<file path="config.mk">
export PLATFORM = sky130hd
export DESIGN_NAME = spi_chip_responder
export DESIGN_NICKNAME = d
export VERILOG_FILES = /design/src/rtl/spi_chip_responder.sv
export SDC_FILE = /design/constraint.sdc
export NUM_CORES = 1
export LEC_CHECK = 0
export CAP_MARGIN = 10
export CORE_ASPECT_RATIO = 0.6
export CORE_UTILIZATION = 50
export CTS_CLUSTER_SIZE = 40
export DETAILED_ROUTE_END_ITERATION = 12
export GPL_TIMING_DRIVEN = 0
export HOLD_SLACK_MARGIN = 0.06
export PLACE_DENSITY_LB_ADDON = 0.25
export SKIP_CTS_REPAIR_TIMING = 1
export SYNTH_ARGS = -nofsm -noshare
export SYNTH_HDL_FRONTEND = slang
export SYNTH_SLANG_ARGS = --single-unit
</file>
<file path="constraint.sdc">
create_clock -name clk -period 6.4 [get_ports clk]
set_clock_uncertainty 0.1 [all_clocks]
set_input_delay 0.96 -clock clk [delete_from_list [all_inputs] [get_ports clk]]
set_output_delay 0.96 -clock clk [all_outputs]
set_load 0.01 [all_outputs]
</file>
<file path="src/rtl/spi_chip_responder.sv">
// SPI register-file responder: oversamples spi_clk/pico on clk, decodes 16-bit
// address/data frames into an 8 x 8-bit register file and shifts read-back data on poci.
module spi_chip_responder #(
    parameter int SYNC_STAGES  = 2,
    parameter int IDLE_TIMEOUT = 64
) (
    input  logic        clk,
    input  logic        rstn,
    input  logic        spi_clk,
    input  logic        pico,
    output logic        poci,
    output logic [63:0] reg_file,
    output logic        write_strobe,
    output logic [2:0]  write_addr,
    output logic        frame_error,
    output logic        busy
);

    localparam int TW = $clog2(IDLE_TIMEOUT + 1);
    localparam logic [TW-1:0] TO_MAX  = TW'(IDLE_TIMEOUT);
    localparam logic [TW-1:0] TO_LAST = TW'(IDLE_TIMEOUT - 1);

    logic [SYNC_STAGES-1:0] sclk_sync_q, sclk_sync_d;
    logic [SYNC_STAGES-1:0] pico_sync_q, pico_sync_d;
    logic                   sclk_prev_q, sclk_prev_d;
    logic [3:0]             bit_cnt_q, bit_cnt_d;
    logic [7:0]             shift_in_q, shift_in_d;
    logic [7:0]             addr_q, addr_d;
    logic [7:0]             shift_out_q, shift_out_d;
    logic                   poci_q, poci_d;
    logic [63:0]            reg_file_q, reg_file_d;
    logic                   write_strobe_q, write_strobe_d;
    logic [2:0]             write_addr_q, write_addr_d;
    logic                   frame_error_q, frame_error_d;
    logic [TW-1:0]          to_cnt_q, to_cnt_d;

    logic       sclk_s, pico_s, rise, fall, busy_w;
    logic [7:0] rx_byte, load_byte;
    logic [5:0] rd_sel, wr_sel;

    // spi_clk and pico take equal synchronizer depth so each sampled bit lines up with its edge
    assign sclk_s  = sclk_sync_q[SYNC_STAGES-1];
    assign pico_s  = pico_sync_q[SYNC_STAGES-1];
    assign rise    = sclk_s & ~sclk_prev_q;
    assign fall    = ~sclk_s & sclk_prev_q;
    assign busy_w  = (bit_cnt_q != 4'd0);
    assign rx_byte = {shift_in_q[6:0], pico_s};
    assign rd_sel  = {rx_byte[2:0], 3'b000};
    assign wr_sel  = {addr_q[2:0], 3'b000};
    assign load_byte = (rx_byte[7:4] == 4'd0) ? reg_file_q[rd_sel +: 8] : 8'h00;

    always_comb begin
        sclk_sync_d    = {sclk_sync_q[SYNC_STAGES-2:0], spi_clk};
        pico_sync_d    = {pico_sync_q[SYNC_STAGES-2:0], pico};
        sclk_prev_d    = sclk_s;
        bit_cnt_d      = bit_cnt_q;
        shift_in_d     = shift_in_q;
        addr_d         = addr_q;
        shift_out_d    = shift_out_q;
        poci_d         = poci_q;
        reg_file_d     = reg_file_q;
        write_strobe_d = 1'b0;
        write_addr_d   = write_addr_q;
        frame_error_d  = 1'b0;
        to_cnt_d       = to_cnt_q;

        if (rise) begin
            bit_cnt_d  = bit_cnt_q + 4'd1;
            shift_in_d = rx_byte;
            to_cnt_d   = '0;
            if (bit_cnt_q == 4'd7) begin
                // Read-before-write: shift-out captures the register before this frame's write
                addr_d      = rx_byte;
                shift_out_d = load_byte;
                poci_d      = load_byte[7];
            end
            if (bit_cnt_q == 4'd15) begin
                poci_d = 1'b0;
                if (addr_q[7:3] == 5'd0) begin
                    reg_file_d[wr_sel +: 8] = rx_byte;
                    write_strobe_d          = 1'b1;
                    write_addr_d            = addr_q[2:0];
                end
            end
        end else begin
            if (fall && bit_cnt_q[3]) begin
                shift_out_d = {shift_out_q[6:0], 1'b0};
                poci_d      = shift_out_q[6];
            end
            if (busy_w && to_cnt_q != TO_MAX) begin
                to_cnt_d = to_cnt_q + 1'b1;
                if (to_cnt_q == TO_LAST) begin
                    bit_cnt_d     = 4'd0;
                    poci_d        = 1'b0;
                    frame_error_d = 1'b1;
                end
            end
        end
    end

    always_ff @(posedge clk or negedge rstn) begin
        if (!rstn) begin
            sclk_sync_q    <= '0;
            pico_sync_q    <= '0;
            sclk_prev_q    <= 1'b0;
            bit_cnt_q      <= 4'd0;
            shift_in_q     <= 8'h00;
            addr_q         <= 8'h00;
            shift_out_q    <= 8'h00;
            poci_q         <= 1'b0;
            reg_file_q     <= 64'h0;
            write_strobe_q <= 1'b0;
            write_addr_q   <= 3'd0;
            frame_error_q  <= 1'b0;
            to_cnt_q       <= '0;
        end else begin
            sclk_sync_q    <= sclk_sync_d;
            pico_sync_q    <= pico_sync_d;
            sclk_prev_q    <= sclk_prev_d;
            bit_cnt_q      <= bit_cnt_d;
            shift_in_q     <= shift_in_d;
            addr_q         <= addr_d;
            shift_out_q    <= shift_out_d;
            poci_q         <= poci_d;
            reg_file_q     <= reg_file_d;
            write_strobe_q <= write_strobe_d;
            write_addr_q   <= write_addr_d;
            frame_error_q  <= frame_error_d;
            to_cnt_q       <= to_cnt_d;
        end
    end

    assign poci         = poci_q;
    assign reg_file     = reg_file_q;
    assign write_strobe = write_strobe_q;
    assign write_addr   = write_addr_q;
    assign frame_error  = frame_error_q;
    assign busy         = busy_w;

endmodule

</file>
==> flow_summary.yaml, run 1 <==
logic_synthesis:
  synth-seq-cells: 108
  seq_area_frac_synth_pct: 54.3
  synth_compound_area_share_pct: 6.91
  synth_adder_area_share_pct: 1.76
  synth_area_um2: 4980
  yosysTopAreaCellShare_pct: 54.3
  synth_xor_area_share_pct: 0.704
  synthesis.nets: 395
  synth-async-reset-ratio_pct: 100
  synth_edf_count: 0
  synth-main-ff-cell: "dfrtp_1"
  synth_top_family_by_area: "multiplexers"
  yosys-mux-area-fraction_pct: 22.5
  yosysWarnings: 0
  synth_area_leaders: "dfrtp_1 (54%), mux2_2 (15%), mux4_2 (6.8%)"
  syn_avg_cell_area_um2: 13.0
  synth_cell_types: 47
  yosys.area_share.simple_pct: 10.8
  synth_largest_area_cell: "dfrtp_1"
  netlist_instances: 384
drt:
  drt_iter0_drc: 243
  dr_total_vias: 3439
  wirelength_mm: 12.2
  firstDrtPassIters: 5
  ant_nets: 0
  wl_per_cell_um: 20.2
  drc: 0
  avgViaCountPerCell: 5.68
clock_network:
  clkLatencyLatePin_ns: 0.36
  cts_max_path_buffers: 2
  cts-buffers-inserted: 9
  htree_levels: 3
  cts-root-buf: "clkbuf_16"
  cts_num_sinks: 108
  tritoncts: "yes"
  clkSlewWorstSetupHoldPaths_ns: 0.07
power:
  netSwitchingPower_uw: 522
  ir_drop_v: 0.000156
  leakagePower_uw: 0.00286
  power_density_nw_per_um2: 274
  p_comb_share_pct: 19.0
  sequentialPowerShare_pct: 46.2
  internal-power_uw: 1180
  pwr-share-clk_pct: 34.9
  netSwitchingFraction_pct: 30.6
floorplanning:
  core_area_um2: 9430
  pin_count: 75
  start_util_pct: 52.8
  rows: 27
  die_x_um: 131
  dieArea_um2: 10400
  fp.dieH_um: 79.3
timing:
  relSlewSlack_pct: 47.9
  hold_viol: 0
  rsz0062_at_grt: "no"
  slew_viol_final: 0
  finalCritPeriodShare_pct: 52.6
  fin_tns_setup_ns: 0
  fmax_ghz: 0.297
  setup_viol: 0
  period_minus_slack_ns: 3.37
  worst_pin_slew_ns: 0.775
critical_path:
  r2r_start: "addr_q[0]$_DFFE_PN0P_"
  critical-path-max-stage-delay_ns: 0.62
  cp-startpoint: "addr_q[0]$_DFFE_PN0P_"
  path_max_fanout: 10
  slowest_stage: "nor4_4"
  criticalPathCategory: "flip-flop to flip-flop"
  worstPathRequired_ns: 6.54
  worstPathCellList: "clkbuf_1 -> inv_1 -> ha_1 -> ha_1 -> or4_1 -> clkbuf_1 -> nor4_4 -> mux2_2"
  worstSetupStartpointType: "flip-flop"
  setup.worst_path.end_class: "flip-flop"
  cp.arrival_ns: 3.51
flow_run:
  drv_cap: 0
placed_design:
  gp_congestion: 0.832
  placedInstanceArea_um2: 5910
  port_buffers: 74
  detailed_place_hpwl_mm: 8.59
grt:
  overflow: 0
  grt_pass1_wl_mm: 19.7
  grt_max_degree: 73
  grt_util_all_layers_pct: 26.4
  grt_pass1_vias: 3464
  antenna_found_initial: 0
cells_and_area:
  diodes: 0
  area.growth.synth_to_final_pct: 25.0
  final_layout_size_suffix_gt1_share_pct: 26.1
  layout.cells.most_common: "dfrtp_1"
  final_cell_mix: "dfrtp_1 (108), clkdlybuf4s50_1 (73), mux2_2 (67)"
  design_area_um2: 6220
  final_nets: 481
min_path:
  worstHoldPathType: "flip-flop to flip-flop"
  hold_start: "pico_sync_q[0]$_DFF_PN0_"
outcome:
  outcome: "finished clean"
==> cells in the mapped netlist (2+ instances only) <==
master / instances
nand4_1: 8
ha_1: 7
inv_1: 12
a31oi_1: 2
dfrtp_1: 108
clkbuf_1: 20
or4_1: 4
o21ai_0: 8
o22ai_1: 2
nor4_4: 2
a22oi_1: 6
buf_2: 2
nor2_1: 20
mux2i_1: 3
nor2b_1: 3
nor3_1: 2
nand3_1: 10
nand2_1: 34
mux2_2: 67
xor2_1: 3
a21bo_2: 12
a21oi_1: 9
o31ai_1: 2
mux4_2: 15
==> power groups by stage <==
stage	clock (µW)	sequential, µW	combinational (µW)
2_1_floorplan	0	787	221
3_3_place_gp	0	794	302
3_5_place_dp	0	798	318
4_1_cts	606	785	322
5_1_grt	631	794	362
6_report	594	787	324
==> layer usage <==
| metal | wire, µm | global-route usage, % |
|---|---|---|
| met5 | 0 | 0 |
| met4 | 124 | 7.36 |
| met3 | 1070 | 10.1 |
| met2 | 5120 | 35.0 |
| met1 | 5930 | 39.5 |
==> per-stage QoR <==
stage | utilization (%) | power (µW) | std cells | hold slack, ns | worst slack [ns]
final | 66.0 | 1700 | 605 | 0.264 | 3.03
after global routing | 66.0 | 1790 | 605 | 0.270 | 2.88
after CTS | 66.0 | 1710 | 605 | 0.264 | 3.06
after detailed placement | 62.7 | 1120 | 589 | 0.246 | 3.10
after global placement | 62.4 | 1100 | 588 | 0.231 | 0.225
after floorplan | - | 1010 | 384 | 0.231 | 3.62
==> worst max-delay path, delay by kind of cell, from the launching register on <==
kind / cells / cell delay [ns]
muxes: 1 / 0.41
adders and majority gates: 2 / 0.50
buffers and inverters: 3 / 0.74
and+or+nand+nor: 2 / 1.13
DFF: 1 / 0.38
==> registers in the layout, indices dropped and copies added, names as in the netlist <==
register	flops
to_cnt_q	7
reg_file	64
shift_out_q	7
poci	1
pico_sync_q	2
write_strobe	1
addr_q	8
shift_in_q	7
write_addr	3
sclk_prev_q	1
frame_error	1
bit_cnt_q	4
sclk_sync_q	2
==> cells by family after synthesis <==
| kind of cell | count (synthesis) |
|---|---|
| xor gates and xnor gates | 4 |
| adders and majority gates | 7 |
| and+or+nand+nor | 97 |
| AOI/OAI and AO/OA | 47 |
| buffers and inverters | 36 |
| DFF | 108 |
| muxes | 85 |
==> layout make-up <==
class	count	area (µm²)
fill	696	3200
sequential	108	2700
multi-input combinational	240	2130
timing repair buffer	75	766
clock buffer	10	239
tap	130	163
buffer	24	104
clock inverter	6	78.8
inverter	12	45.0
==> final timing paths <==
check / end / slack [ns] / cells past startpoint
setup / recovery: reg_file[33]$_DFFE_PN0P_ / 3.03 / 8
hold / removal: pico_sync_q[1]$_DFF_PN0_ / 0.26 / 0
setup reg to reg: reg_file[33]$_DFFE_PN0P_ / 3.03 / 8
hold reg to reg: pico_sync_q[1]$_DFF_PN0_ / 0.26 / 0
max in group asynchronous: reg_file[11]$_DFFE_PN0P_ / 5.02 / 2
min in group asynchronous: write_strobe$_DFF_PN0_ / 0.46 / 1
Power figures use the tool's default switching activity.
==> inputs of run 2 (changes only) <==
- CORE_UTILIZATION: 50 -> 49
- clock period: 6.4 -> 3.05 ns (I/O delays scaled with it)
==> run 2 against run 1 <==
Global-route usage decreased by 1.9 points. Count of clock-buffer cells in the layout grew 1. Clock power grew 89%. Wire length fell by 1.0%. Register-to-register slack lost 2.9 ns. Non-clock buffer count increased by 3. Largest cell class unchanged. Highest routed layer unchanged.
==> flow_summary.yaml, run 2 (synthesis results as in run 1) <==
outcome:
  outcome: "finished clean"
critical_path:
  slowest_stage: "or4_1"
  criticalPathCategory: "flip-flop to flip-flop"
  worstSetupStartpointType: "flip-flop"
  setup.worst_path.end_class: "flip-flop"
  worstPathRequired_ns: 3.19
  worst_path_most_repeated_cell: "ha_1"
  worstPathCellList: "buf_2 -> inv_1 -> ha_1 -> ha_1 -> or4_1 -> clkbuf_1 -> nor4_4 -> buf_12 -> mux2_2"
  cp.arrival_ns: 3.08
  critical-path-max-stage-delay_ns: 0.51
  path_max_fanout: 10
power:
  power_density_nw_per_um2: 550
  leakagePower_uw: 0.00287
  ir_drop_v: 0.000388
  power.total_uw: 3440
cells_and_area:
  final_layout_size_suffix_gt1_share_pct: 26.6
  final_nets: 484
  area.growth.synth_to_final_pct: 25.8
  final_cell_mix: "dfrtp_1 (108), clkdlybuf4s50_1 (73), mux2_2 (67)"
  largest_reg_flops: 64
  nFillCells: 758
  design_area_um2: 6260
  diodes: 0
  layout.cells.most_common: "dfrtp_1"
drt:
  drc: 0
  avgViaCountPerCell: 5.71
  wl_per_cell_um: 19.8
  drt_iter0_drc: 235
  firstDrtPassIters: 5
  wirelength_mm: 12.1
  dr_total_vias: 3499
  ant_nets: 0
timing:
  relSlewSlack_pct: 50.3
  setup_viol: 0
  finalCritPeriodShare_pct: 96.6
  fin_tns_setup_ns: 0
  worst_pin_slew_ns: 0.746
  period_minus_slack_ns: 2.95
  hold_viol: 0
  fmax_ghz: 0.339
  slew_viol_final: 0
floorplanning:
  core_area_um2: 9880
  rows: 28
  start_util_pct: 50.4
  fp.dieH_um: 80.1
  pin_count: 75
  die_x_um: 132
  dieArea_um2: 10600
clock_network:
  cts_num_sinks: 108
  cts-root-buf: "clkbuf_16"
  tritoncts: "yes"
  cts-buffers-inserted: 9
  clkLatencyLatePin_ns: 0.35
  clkSlewWorstSetupHoldPaths_ns: 0.07
  htree_levels: 3
  cts_max_path_buffers: 2
placed_design:
  detailed_place_hpwl_mm: 8.07
  placedInstanceArea_um2: 5910
  gp_congestion: 0.819
  port_buffers: 74
grt:
  antenna_found_initial: 0
  overflow: 0
  grt_max_degree: 61
  grt_pass1_vias: 3426
  grt_pass1_wl_mm: 19.0
  grt_util_all_layers_pct: 24.5
min_path:
  worstHoldPathType: "input pin to asynchronous set/reset pin"
flow_run:
  drv_cap: 0
## run 2: path summary, 6_finish.rpt
path / startpoint / to / slack [ns] / cells past startpoint
max: addr_q[0]$_DFFE_PN0P_ / reg_file[34]$_DFFE_PN0P_ / 0.10 / 9
min: rstn / write_strobe$_DFF_PN0_ / 0.03 / 1
max reg2reg: addr_q[0]$_DFFE_PN0P_ / reg_file[34]$_DFFE_PN0P_ / 0.10 / 9
min in group clk: pico_sync_q[0]$_DFF_PN0_ / pico_sync_q[1]$_DFF_PN0_ / 0.26 / 0
min reg2reg: pico_sync_q[0]$_DFF_PN0_ / pico_sync_q[1]$_DFF_PN0_ / 0.26 / 0
max in group asynchronous: rstn / reg_file[46]$_DFFE_PN0P_ / 2.11 / 2
## run 2: area by class of cell
type                    instances  area, µm²  share of cell area (%)
plain buffers                  24        105                    1.68
clock buffers                  11        243                    3.88
clock inverters                 5       43.8                   0.700
inverters                      12       45.0                   0.720
multi-input cells             240       2130                    34.0
flip-flops and latches        108       2700                    43.2
well taps                     135        169                    2.70
repair buffers                 78        826                    13.2
## run 2: critical path, delay by kind of cell (launching register included)
family | cells | cell delay (ns)
buffers and inverters | 4 | 0.75
flip-flops | 1 | 0.37
AND/OR/NAND/NOR | 2 | 0.82
adder cells (fa/ha/maj) | 2 | 0.46
multiplexers | 1 | 0.34
## run 2: through the flow
step | utilization (%) | std cells | hold WS (ns) | setup WS, ns
after floorplan | - | 384 | 0.0619 | 0.267
after global placement | 59.6 | 593 | 0.236 | -2.62
after detailed placement | 59.8 | 594 | 0.239 | -0.267
after CTS | 62.7 | 610 | 0.0516 | -0.283
after global routing | 63.4 | 613 | 0.0789 | -0.0257
final | 63.4 | 613 | 0.0337 | 0.104
## run 2: metal layers
layer | track usage [%] | share of wire, %
met1 | 36.1 | 47
met2 | 35.4 | 42
met3 | 7.01 | 8.1
met4 | 6.51 | 1.9
met5 | 0 | 0
## run 2: power by group
part | internal (µW) | leakage (µW) | switching (µW) | total, µW
Clock | 587 | 0.000134 | 535 | 1120
Combinational | 253 | 0.00126 | 411 | 664
Sequential | 1550 | 0.00147 | 106 | 1660
